==> src/rtl/lsu_pkg.sv <==
// Shared definitions for the load/store memory stage.
//   state_t   : access FSM states (IDLE/REQ/WAIT/DONE)
//   F3_*      : funct3 encodings of the supported access sizes
//   ERR_*     : fault cause codes reported on err_cause_o
package lsu_pkg;

  typedef enum logic [1:0] {
    IDLE = 2'd0,
    REQ  = 2'd1,
    WAIT = 2'd2,
    DONE = 2'd3
  } state_t;

  localparam logic [2:0] F3_B  = 3'b000;
  localparam logic [2:0] F3_H  = 3'b001;
  localparam logic [2:0] F3_W  = 3'b010;
  localparam logic [2:0] F3_BU = 3'b100;
  localparam logic [2:0] F3_HU = 3'b101;

  localparam logic [1:0] ERR_MISALIGN = 2'b01;
  localparam logic [1:0] ERR_UNSUP    = 2'b10;
  localparam logic [1:0] ERR_TIMEOUT  = 2'b11;

endpackage

==> src/rtl/lsu_mem_stage_if.sv <==
// Data-bus bundle between the load/store unit and data memory.
//   mem_req_o    : bus request (held until grant)
//   mem_we_o     : 1 = write
//   mem_addr_o   : word-aligned byte address
//   mem_be_o     : byte enables
//   mem_wdata_o  : lane-steered store data
//   mem_gnt_i    : request accepted this cycle
//   mem_rvalid_i : read data valid
//   mem_rdata_i  : read data word
// master = load/store unit side, slave = memory side.
interface lsu_mem_stage_if;

  logic        mem_req_o;
  logic        mem_we_o;
  logic [31:0] mem_addr_o;
  logic [3:0]  mem_be_o;
  logic [31:0] mem_wdata_o;
  logic        mem_gnt_i;
  logic        mem_rvalid_i;
  logic [31:0] mem_rdata_i;

  modport master (
    output mem_req_o, mem_we_o, mem_addr_o, mem_be_o, mem_wdata_o,
    input  mem_gnt_i, mem_rvalid_i, mem_rdata_i
  );

  modport slave (
    input  mem_req_o, mem_we_o, mem_addr_o, mem_be_o, mem_wdata_o,
    output mem_gnt_i, mem_rvalid_i, mem_rdata_i
  );

endinterface

==> src/rtl/lsu_align.sv <==
// Combinational byte-lane logic for the load/store unit.
// Request side (current instruction):
//   rd, wr      : load / store request
//   funct3      : access size/sign
//   addr_lo     : low two address bits
//   wdata       : raw store data (rs2)
//   be          : byte enables
//   wdata_lane  : store data replicated onto the addressed lanes (0 for loads)
//   misalign    : access not naturally aligned
//   unsup       : illegal operation/funct3 combination
// Response side (latched access):
//   ld_funct3, ld_addr_lo : latched size/sign and low address bits
//   rdata                 : raw memory word
//   rdata_ext             : selected and extended load value
module lsu_align
  import lsu_pkg::*;
(
  input  logic        rd,
  input  logic        wr,
  input  logic [2:0]  funct3,
  input  logic [1:0]  addr_lo,
  input  logic [31:0] wdata,
  output logic [3:0]  be,
  output logic [31:0] wdata_lane,
  output logic        misalign,
  output logic        unsup,
  input  logic [2:0]  ld_funct3,
  input  logic [1:0]  ld_addr_lo,
  input  logic [31:0] rdata,
  output logic [31:0] rdata_ext
);

  logic [7:0]  byte_sel;
  logic [15:0] half_sel;

  // funct3[1:0] encodes the access size for both signed and unsigned forms
  always_comb begin
    be         = 4'b0000;
    wdata_lane = 32'h0;
    case (funct3[1:0])
      2'b00: begin
        be         = 4'b0001 << addr_lo;
        wdata_lane = {4{wdata[7:0]}};
      end
      2'b01: begin
        be         = addr_lo[1] ? 4'b1100 : 4'b0011;
        wdata_lane = {2{wdata[15:0]}};
      end
      2'b10: begin
        be         = 4'b1111;
        wdata_lane = wdata;
      end
      default: begin
        be         = 4'b0000;
        wdata_lane = 32'h0;
      end
    endcase
    if (!wr) wdata_lane = 32'h0;
  end

  always_comb begin
    unsup = (rd & wr)
          | (rd & ((funct3 == 3'b011) | (funct3 == 3'b110) | (funct3 == 3'b111)))
          | (wr & ~((funct3 == F3_B) | (funct3 == F3_H) | (funct3 == F3_W)));
    misalign = ((funct3[1:0] == 2'b10) & (addr_lo != 2'b00))
             | ((funct3[1:0] == 2'b01) & addr_lo[0]);
  end

  always_comb begin
    case (ld_addr_lo)
      2'd0:    byte_sel = rdata[7:0];
      2'd1:    byte_sel = rdata[15:8];
      2'd2:    byte_sel = rdata[23:16];
      default: byte_sel = rdata[31:24];
    endcase
    half_sel = ld_addr_lo[1] ? rdata[31:16] : rdata[15:0];
    case (ld_funct3)
      F3_B:    rdata_ext = {{24{byte_sel[7]}}, byte_sel};
      F3_BU:   rdata_ext = {24'h0, byte_sel};
      F3_H:    rdata_ext = {{16{half_sel[15]}}, half_sel};
      F3_HU:   rdata_ext = {16'h0, half_sel};
      F3_W:    rdata_ext = rdata;
      default: rdata_ext = 32'h0;
    endcase
  end

endmodule

==> src/rtl/lsu_mem_stage.sv <==
// Multi-cycle load/store unit between execute and writeback.
// Accepts one access from execute, runs it over a req/gnt/rvalid data bus,
// and stalls the core until a one-cycle done_o pulse.
//   clk, rst        : clock, synchronous active-low reset
//   valid_i         : execute presents an instruction
//   memread_i/memwrite_i : load / store request
//   funct3_i, addr_i, wdata_i : access size/sign, byte address, store data
//   stall_o         : hold PC and decode/execute inputs
//   done_o          : access finished; rdata_o/err_o/err_cause_o valid
//   rdata_o         : extended load data (0 for stores/errors)
//   err_o, err_cause_o : fault flag and cause (01 misaligned, 10 unsupported, 11 timeout)
//   bus             : data-bus master port
module lsu_mem_stage
  import lsu_pkg::*;
#(
  parameter int TIMEOUT_CYC = 64
) (
  input  logic        clk,
  input  logic        rst,
  input  logic        valid_i,
  input  logic        memread_i,
  input  logic        memwrite_i,
  input  logic [2:0]  funct3_i,
  input  logic [31:0] addr_i,
  input  logic [31:0] wdata_i,
  output logic        stall_o,
  output logic        done_o,
  output logic [31:0] rdata_o,
  output logic        err_o,
  output logic [1:0]  err_cause_o,
  lsu_mem_stage_if.master bus
);

  localparam int CNT_W = (TIMEOUT_CYC > 2) ? $clog2(TIMEOUT_CYC) : 1;
  localparam logic [CNT_W-1:0] CNT_LAST = CNT_W'(TIMEOUT_CYC - 1);

  state_t           state;
  logic [CNT_W-1:0] cnt;
  logic             req_we;
  logic [31:0]      req_addr;
  logic [3:0]       req_be;
  logic [31:0]      req_wdata;
  logic [2:0]       req_f3;
  logic [1:0]       req_lo;
  logic [31:0]      rdata_q;
  logic             err_q;
  logic [1:0]       cause_q;

  logic             op;
  logic             timeout_hit;
  logic [3:0]       be_c;
  logic [31:0]      wdata_c;
  logic             misalign_c;
  logic             unsup_c;
  logic [31:0]      rdata_ext;
  logic [CNT_W-1:0] cnt_next;

  assign op          = valid_i & (memread_i | memwrite_i);
  assign timeout_hit = (cnt == CNT_LAST);
  // Saturate so a grant on the last allowed cycle leaves no extra budget in WAIT
  assign cnt_next    = timeout_hit ? cnt : cnt + 1'b1;

  lsu_align u_align (
    .rd         (memread_i),
    .wr         (memwrite_i),
    .funct3     (funct3_i),
    .addr_lo    (addr_i[1:0]),
    .wdata      (wdata_i),
    .be         (be_c),
    .wdata_lane (wdata_c),
    .misalign   (misalign_c),
    .unsup      (unsup_c),
    .ld_funct3  (req_f3),
    .ld_addr_lo (req_lo),
    .rdata      (bus.mem_rdata_i),
    .rdata_ext  (rdata_ext)
  );

  always_ff @(posedge clk) begin
    if (!rst) begin
      state     <= IDLE;
      cnt       <= '0;
      req_we    <= 1'b0;
      req_addr  <= 32'h0;
      req_be    <= 4'h0;
      req_wdata <= 32'h0;
      req_f3    <= 3'h0;
      req_lo    <= 2'h0;
      rdata_q   <= 32'h0;
      err_q     <= 1'b0;
      cause_q   <= 2'b00;
    end else begin
      case (state)
        IDLE: begin
          cnt <= '0;
          if (op) begin
            req_we    <= memwrite_i;
            req_addr  <= {addr_i[31:2], 2'b00};
            req_be    <= be_c;
            req_wdata <= wdata_c;
            req_f3    <= funct3_i;
            req_lo    <= addr_i[1:0];
            // Faulting accesses never touch the bus
            if (unsup_c | misalign_c) begin
              state   <= DONE;
              err_q   <= 1'b1;
              cause_q <= unsup_c ? ERR_UNSUP : ERR_MISALIGN;
            end else begin
              state <= REQ;
            end
          end
        end
        REQ: begin
          cnt <= cnt_next;
          if (bus.mem_gnt_i) begin
            state <= req_we ? DONE : WAIT;
          end else if (timeout_hit) begin
            state   <= DONE;
            err_q   <= 1'b1;
            cause_q <= ERR_TIMEOUT;
            rdata_q <= 32'h0;
          end
        end
        WAIT: begin
          cnt <= cnt_next;
          if (bus.mem_rvalid_i) begin
            state   <= DONE;
            rdata_q <= rdata_ext;
          end else if (timeout_hit) begin
            state   <= DONE;
            err_q   <= 1'b1;
            cause_q <= ERR_TIMEOUT;
            rdata_q <= 32'h0;
          end
        end
        default: begin
          state   <= IDLE;
          cnt     <= '0;
          rdata_q <= 32'h0;
          err_q   <= 1'b0;
          cause_q <= 2'b00;
        end
      endcase
    end
  end

  assign bus.mem_req_o   = (state == REQ);
  assign bus.mem_we_o    = req_we;
  assign bus.mem_addr_o  = req_addr;
  assign bus.mem_be_o    = req_be;
  assign bus.mem_wdata_o = req_wdata;

  assign stall_o     = (state == REQ) | (state == WAIT) | ((state == IDLE) & op);
  assign done_o      = (state == DONE);
  assign rdata_o     = rdata_q;
  assign err_o       = err_q;
  assign err_cause_o = cause_q;

endmodule

==> src/flat_wrapper.sv <==
// flat-port wrapper written by rule: the top's interface ports become plain ports
module lsu_mem_stage_flat import lsu_pkg::*;
#(
  parameter int TIMEOUT_CYC = 64
)
  (clk, rst, valid_i, memread_i, memwrite_i, funct3_i, addr_i, wdata_i, stall_o, done_o, rdata_o, err_o, err_cause_o, bus_mem_req_o, bus_mem_we_o, bus_mem_addr_o, bus_mem_be_o, bus_mem_wdata_o, bus_mem_gnt_i, bus_mem_rvalid_i, bus_mem_rdata_i);
  lsu_mem_stage_if bus_i ();
  input  logic clk;
  input  logic rst;
  input  logic valid_i;
  input  logic memread_i;
  input  logic memwrite_i;
  input  logic [2:0] funct3_i;
  input  logic [31:0] addr_i;
  input  logic [31:0] wdata_i;
  output logic stall_o;
  output logic done_o;
  output logic [31:0] rdata_o;
  output logic err_o;
  output logic [1:0] err_cause_o;
  output wire logic [$bits(bus_i.mem_req_o)-1:0] bus_mem_req_o;
  output wire logic [$bits(bus_i.mem_we_o)-1:0] bus_mem_we_o;
  output wire logic [$bits(bus_i.mem_addr_o)-1:0] bus_mem_addr_o;
  output wire logic [$bits(bus_i.mem_be_o)-1:0] bus_mem_be_o;
  output wire logic [$bits(bus_i.mem_wdata_o)-1:0] bus_mem_wdata_o;
  input wire logic [$bits(bus_i.mem_gnt_i)-1:0] bus_mem_gnt_i;
  input wire logic [$bits(bus_i.mem_rvalid_i)-1:0] bus_mem_rvalid_i;
  input wire logic [$bits(bus_i.mem_rdata_i)-1:0] bus_mem_rdata_i;
  assign bus_mem_req_o = bus_i.mem_req_o;
  assign bus_mem_we_o = bus_i.mem_we_o;
  assign bus_mem_addr_o = bus_i.mem_addr_o;
  assign bus_mem_be_o = bus_i.mem_be_o;
  assign bus_mem_wdata_o = bus_i.mem_wdata_o;
  assign bus_i.mem_gnt_i = bus_mem_gnt_i;
  assign bus_i.mem_rvalid_i = bus_mem_rvalid_i;
  assign bus_i.mem_rdata_i = bus_mem_rdata_i;
  lsu_mem_stage #(.TIMEOUT_CYC(TIMEOUT_CYC)) u_core (.clk(clk), .rst(rst), .valid_i(valid_i), .memread_i(memread_i), .memwrite_i(memwrite_i), .funct3_i(funct3_i), .addr_i(addr_i), .wdata_i(wdata_i), .stall_o(stall_o), .done_o(done_o), .rdata_o(rdata_o), .err_o(err_o), .err_cause_o(err_cause_o), .bus(bus_i));
endmodule
==> config.mk <==
export PLATFORM = sky130hd
export DESIGN_NAME = lsu_mem_stage_flat
export DESIGN_NICKNAME = d
export VERILOG_FILES = /design/src/rtl/lsu_pkg.sv /design/src/rtl/lsu_mem_stage_if.sv /design/src/rtl/lsu_align.sv /design/src/rtl/lsu_mem_stage.sv /design/src/flat_wrapper.sv
export SDC_FILE = /design/constraint.sdc
export NUM_CORES = 1
export LEC_CHECK = 0
export CAP_MARGIN = 20
export CORE_MARGIN = 2
export CORE_UTILIZATION = 47
export DETAILED_ROUTE_END_ITERATION = 7
export GPL_TIMING_DRIVEN = 0
export PLACE_DENSITY_LB_ADDON = 0.12
export SYNTH_ARGS = -nofsm -noshare
export SYNTH_HDL_FRONTEND = slang
export SYNTH_SLANG_ARGS = --single-unit
==> constraint.sdc <==
create_clock -name clk -period 6.8 [get_ports clk]
set_input_delay 2.04 -clock clk [delete_from_list [all_inputs] [get_ports clk]]
set_output_delay 2.04 -clock clk [all_outputs]
set_load 0.01 [all_outputs]
==> results.sh, run 1 <==
export IMPL_place_area_um2=7460
export IMPL_coreArea_um2=10800
export IMPL_clkTransAtPathRegs_ns=0.06
export IMPL_drt_iter0_drc=464
export IMPL_synth_edf_count=0
export IMPL_die_w_um=109
export IMPL_final_common_cell="clkdlybuf4s50_1"
export IMPL_syn_inst=622
export IMPL_grt_pass1_vias=5472
export IMPL_grt_max_degree=17
export IMPL_critical_path_class="primary input to output pin"
export IMPL_cts_hold_buffers_added=0
export IMPL_critPathTopFamily="buffers and inverters"
export IMPL_sequentialPowerShare_pct=31.6
export IMPL_irDropWorstVdd_v=0.000207
export IMPL_critPathArrivalTime_ns=4.02
export IMPL_clock_skew_ns=0.00820
export IMPL_crit_chain="clkdlybuf4s50_1, o21ai_1, or2_2, clkbuf_1, nand2b_1, clkdlybuf4s50_1"
export IMPL_endpoint_kind="output pin"
export IMPL_critPathLaunch="memwrite_i"
export IMPL_fin_setup_tns_ns=0
export IMPL_layoutNonFillerInstCount=1004
export IMPL_gp_congestion=0.919
export IMPL_drtPass1Iterations=5
export IMPL_slowest_delay_ns=0.54
export IMPL_finalCritPeriodShare_pct=89.2
export IMPL_antenna_left=0
export IMPL_required_ns=4.76
export IMPL_p_sw_uw=810
export IMPL_drc=0
export IMPL_setup_viol=0
export IMPL_htree_levels=4
export IMPL_synthArstFlopShare_pct=0
export IMPL_avgSynthCellArea_um2=8.34
export IMPL_postLayoutCellArea_um2=8070
export IMPL_min_period_ns=6.06
export IMPL_drive_gt1_share_pct=5.90
export IMPL_grt_use_total_pct=29.3
export IMPL_fp_row_count=38
export IMPL_start_kind="primary input"
export IMPL_p_int_mw=1.72
export IMPL_die_area_um2=11900
export IMPL_worstHoldStart="u_core.bus.mem_addr_o[13]"
export IMPL_r2r_start="u_core.state[0]"
export IMPL_grt_overflow_total=0
export IMPL_viasPerCell=5.63
export IMPL_synth_cell_types=55
export IMPL_mostFrequentLayoutCells="clkdlybuf4s50_1 (209), dfxtp_1 (115), nand2_1 (109)"
export IMPL_design_portCount=213
export IMPL_clock_sinks=115
export IMPL_syn2layout_area_growth_pct=55.5
export IMPL_grt_pass1_wl_um=26800
export IMPL_insertion_delay_ns=0.54
export IMPL_cts_max_path_buffers=2
export IMPL_antenna_found_initial=0
export IMPL_path_buf_inv=3
export IMPL_p_leak_nw=2.96
export IMPL_start_util_pct=48.1
export IMPL_root_buffer="clkbuf_8"
export IMPL_ctsResizeCount=0
export IMPL_tightest_slew_ns=0.743
export IMPL_holdCritPathClass="register to register"
export IMPL_postSynthRegisterBits=115
export IMPL_chipHeight_um=109
export IMPL_power_frac_clock_pct=36.4
export IMPL_cp_slowest_cell="clkdlybuf4s50_1"
export IMPL_rsz0062_at_grt="false"
export IMPL_power_density_nw_per_um2=313
export IMPL_nets=964
export IMPL_yosysSeqAreaShare_pct=44.4
export IMPL_power_frac_comb_pct=32.0
export IMPL_cts_tree="yes"
export IMPL_cts_buffers=17
export IMPL_antenna_cells=0
export IMPL_finalWirelength_um=17400
export IMPL_dominantRegCellSynth="dfxtp_1"
export IMPL_port_buffers=209
export IMPL_drv_cap=0
export IMPL_cp_max_fo=10
export IMPL_vias=5652
export IMPL_post_cts_buffers=0
export IMPL_slew_viol_final=0
export IMPL_slew_headroom_pct=50.1
export IMPL_synth_area_um2=5190
export IMPL_swShare_pct=32.1
export IMPL_dp_cells=972
export IMPL_ys_warn_count=0
export IMPL_fmax_mhz=165
export IMPL_total_power_mw=2.53
export IMPL_nFillCells=793
export IMPL_dp_hpwl_um=13000
export IMPL_run_status="completed"
export IMPL_cpMostUsedCell="clkdlybuf4s50_1"
export IMPL_hold_viol=0
export IMPL_routedWlPerCell_um=17.3
[logic make-up after synthesis]
kind of cell,Yosys count,share of synthesized area (%)
DFF,115,44.4
and+or+nand+nor,222,18.4
other,1,0.0723
adders and majority gates,7,1.69
muxes,13,4.32
AOI/OAI and AO/OA,203,25.7
buffers and inverters,59,5.04
xor gates and xnor gates,2,0.338
[flip-flops by register name (all words and copies together), names as in the netlist]
name                    cells
u_core.bus.mem_addr_o      30
u_core.bus.mem_wdata_o     32
u_core.rdata_o             32
u_core.bus.mem_we_o         1
u_core.bus.mem_be_o         4
u_core.err_cause_o          2
u_core.req_lo               2
u_core.state                2
u_core.req_f3               3
u_core.cnt                  6
u_core.err_o                1
[cell type report]
cell class / instances / area [um^2] / area share [%]
flip-flops and latches: 115 / 2300 / 28.5
repair buffers: 209 / 2090 / 25.9
well taps: 140 / 175 / 2.17
clock inverters: 10 / 155 / 1.92
plain buffers: 51 / 231 / 2.87
inverters: 8 / 30.0 / 0.372
multi-input cells: 449 / 2630 / 32.6
clock buffers: 22 / 453 / 5.62
[per-stage QoR]
stage	hold WS, ns	util (%)	worst slack (ns)
floorplan	0.449	-	1.98
global placement	0.437	69.1	0.746
detailed placement	0.445	69.1	0.726
CTS	0.456	74.7	0.730
global route	0.477	74.7	0.577
finish	0.453	74.7	0.738
[worst reg2reg max path, delay by kind of cell (launching register included)]
kind / cells / cell delay, ns
AND/OR/NAND/NOR: 3 / 1.16
flip-flops: 1 / 0.44
AO/OA/AOI/OAI: 1 / 0.15
adder cells (fa/ha/maj): 1 / 0.28
buffers and inverters: 3 / 0.61
[synth_stat cells, drive strengths merged (2+ instances only)]
cell | instances | area, um^2
dfxtp | 115 | 2300
a221oi | 6 | 52.6
ha | 7 | 87.6
nor3 | 5 | 30.0
nand2 | 109 | 409
a21o | 3 | 22.5
a21oi | 77 | 385
mux4 | 6 | 150
o211ai | 6 | 45.0
o31ai | 4 | 30.0
buf | 19 | 111
clkbuf | 32 | 120
nand2b | 3 | 18.8
and2 | 3 | 18.8
a311oi | 3 | 32.5
or2 | 2 | 12.5
and3 | 4 | 25.0
o2111ai | 2 | 17.5
inv | 8 | 30.0
a22oi | 37 | 278
nand3 | 8 | 40.0
nor4 | 3 | 25.0
o22ai | 2 | 12.5
a22o | 2 | 17.5
nand3b | 3 | 22.5
a221o | 16 | 160
o21ai | 32 | 160
nor2 | 66 | 248
mux2i | 4 | 40.0
nor2b | 12 | 75.1
a222oi | 5 | 50.1
mux2 | 3 | 33.8
[final timing paths]
path / slack [ns] / cells after the start / end
min: 0.45 / 2 / u_core.bus.mem_addr_o[13]
max: 0.74 / 6 / stall_o
min reg2reg: 0.45 / 2 / u_core.bus.mem_addr_o[13]
max reg2reg: 4.08 / 8 / u_core.rdata_o[28]
[power by group through the flow]
stage          Combinational, mW  Clock (mW)  Sequential [mW]
6_report                   0.810       0.920            0.798
5_1_grt                    0.887       0.957            0.806
3_3_place_gp               0.783           0            0.807
2_1_floorplan              0.440           0            0.829
3_5_place_dp               0.796           0            0.810
4_1_cts                    0.805       0.925            0.797
[routing by layer]
layer  part of all wire [%]  GRT usage (%)
met5                      0              0
met4                    2.9           13.2
met3                    9.4           9.38
met2                     48           48.6
met1                     39           34.4
No activity file was read; power rests on OpenSTA's default activity.
==> run 2, diff against run 1 <==
--- a/config.mk
+++ b/config.mk
@@ -11,6 +11,7 @@
 export DETAILED_ROUTE_END_ITERATION = 7
 export GPL_TIMING_DRIVEN = 0
 export PLACE_DENSITY_LB_ADDON = 0.12
+export SKIP_LAST_GASP = 1
 export SYNTH_ARGS = -nofsm -noshare
 export SYNTH_HDL_FRONTEND = slang
 export SYNTH_SLANG_ARGS = --single-unit
==> results of run 2 <==
The final DEF is identical to that of run 1; final timing and power are the same.
==> run 3, diff against run 2 <==
--- a/config.mk
+++ b/config.mk
@@ -11,6 +11,7 @@
 export DETAILED_ROUTE_END_ITERATION = 7
 export GPL_TIMING_DRIVEN = 0
 export PLACE_DENSITY_LB_ADDON = 0.12
+export SKIP_CTS_REPAIR_TIMING = 1
 export SKIP_LAST_GASP = 1
 export SYNTH_ARGS = -nofsm -noshare
 export SYNTH_HDL_FRONTEND = slang
==> results of run 3 <==
The final DEF is identical to that of run 1; final timing and power are the same.
==> RTL change (settings of run 3) <==
The 4 states of `state_t` get a one-hot encoding in 4 bits.
--- a/src/rtl/lsu_pkg.sv
+++ b/src/rtl/lsu_pkg.sv
@@ -4,11 +4,11 @@
 //   ERR_*     : fault cause codes reported on err_cause_o
 package lsu_pkg;
 
-  typedef enum logic [1:0] {
-    IDLE = 2'd0,
-    REQ  = 2'd1,
-    WAIT = 2'd2,
-    DONE = 2'd3
+  typedef enum logic [3:0] {
+    IDLE = 4'b0001,
+    REQ  = 4'b0010,
+    WAIT = 4'b0100,
+    DONE = 4'b1000
   } state_t;
 
   localparam logic [2:0] F3_B  = 3'b000;
Check against the original RTL: same outputs for any inputs over 4 cycles, from zero or initial values and one cycle with rst low; so few cycles prove little.
==> RTL change against run 3 <==
Count of clock-buffer cells in the layout fell by 2; setup slack improved by 0.060 ns; cell area rose by 3.1%; routed wire length rose by 2.5%; clock skew rose by 0.00094 ns; synthesized area rose by 4.8%; sequential cell count rose by 2; critical path depth did not move; sequential share of layout area fell by 0.39 points.
Power is not compared: it rests on default switching activity, and its combinational part moved more than twofold at a synthesized area within 25%.
==> RTL change: results (changes against run 3) <==
[layout]
design.seq.count=117  ; +1.7%
nonClkBufAreaFrac=0.287  ; -0.000930
multi_input_area_share=0.336  ; +0.0107
clkCellAreaFrac=0.0716  ; -0.00379
seqCellArea_sq_um=2340  ; +1.7%
inverters_excl_clock=4  ; -4
final_nets=962  ; -0.21%
clock_buffers=20  ; -9.1%
fill_cells=884  ; +11%
drive_gt1_frac=0.0877  ; +0.0286

[global_routing]
grt_pass1_wl_microns=28400  ; +6.0%
use_met3=0.0974  ; +0.00360
grt_use_met1=0.339  ; -0.00516
grt_pass1_vias=5649  ; +3.2%
grt_usage=0.283  ; -0.00954
gr-usage-met2=0.470  ; -0.0163

[hold_path]
holdPathStages=1  ; -1
worst_hold_startpoint=u_core.rdata_o[28]
min_to=u_core.rdata_o[28]

[worst_setup_path]
cp_slowest_cell=o21ai_0
rr_worst_depth=7  ; -1
critPathArrivalTime_ns=3.96  ; -0.06 ns
r2r_slack_ns=4.53  ; +0.45 ns
cp-startpoint=memread_i
endpoint=stall_o
r2r-start=u_core.state[1]

[logic_synthesis]
synth_common_cells=dfxtp_1, nand2_1, a21oi_1
synth_seq_area_share=0.431  ; -0.0132
yosys_warnings=0  ; unchanged
synth_cell_type_count=57  ; +3.6%

[clock_tree]
root_buffer=clkbuf_16
clk_latency_ns=0.40  ; -0.14 ns

[status]
status=completed

[timing]
tightest_slew_ns=0.795  ; +0.0523 ns
fin_skew_ns=0.00914  ; +0.000941 ns

[detailed_routing]
routed_via_density=5.61  ; -0.31%
wl_microns=17800  ; +2.5%
drt_iter0_drc=411  ; -11%

==> RTL change: changes by cell type in the layout (fill, tap and decap cells not counted), moves of 6 or more <==
cell and change:
a21oi_1 -6, mux2_2 +6, o21ai_0 -9, a21boi_1 +12, clkbuf_1 -7, ha_1 -6
o2bb2ai_1 +14, nor2_1 -39, mux4_2 +6, a221o_1 -16, a21o_1 +14, nor2b_1 +33
buf_2 +10
==> RTL change: layer usage <==
metal / up-vias / share of wire
li1: 2695 / -
met1: 2656 / 0.40
met2: 275 / 0.48
met3: 42 / 0.092
met4: 0 / 0.028
met5: - / 0
==> RTL change: kinds of logic (layout without fill, tap and decap cells) <==
| family | Yosys count | after routing | synth area share |
|---|---|---|---|
| simple gates | 213 | 213 | 0.187 |
| compound gates | 212 | 212 | 0.264 |
| buf+inv | 59 | 300 | 0.0554 |
| fa+ha+maj | 1 | 1 | 0.00230 |
| xor+xnor | 3 | 3 | 0.00483 |
| flops | 117 | 117 | 0.431 |
| other cells | 1 | 2 | 0.000689 |
| mux | 19 | 19 | 0.0554 |
==> RTL change: where the power goes <==
group	switching, W	leakage [nW]	internal, W	total, W
registers	0.0000155	0.950	0.000713	0.000729
logic	0.000171	1.88	0.000176	0.000348
clock network	0.000304	0.297	0.000607	0.000911
==> RTL change: stage by stage <==
step | cells | setup slack [ns] | hold slack, ns | instance area [sq um]
detailed placement | 979 | 0.784 | 0.439 | 7720
floorplan | 626 | 1.87 | 0.459 | 5440
global route | 1010 | 0.655 | 0.470 | 8320
global placement | 979 | 0.813 | 0.434 | 7720
CTS | 1010 | 0.792 | 0.452 | 8320
finish | 1010 | 0.798 | 0.452 | 8320
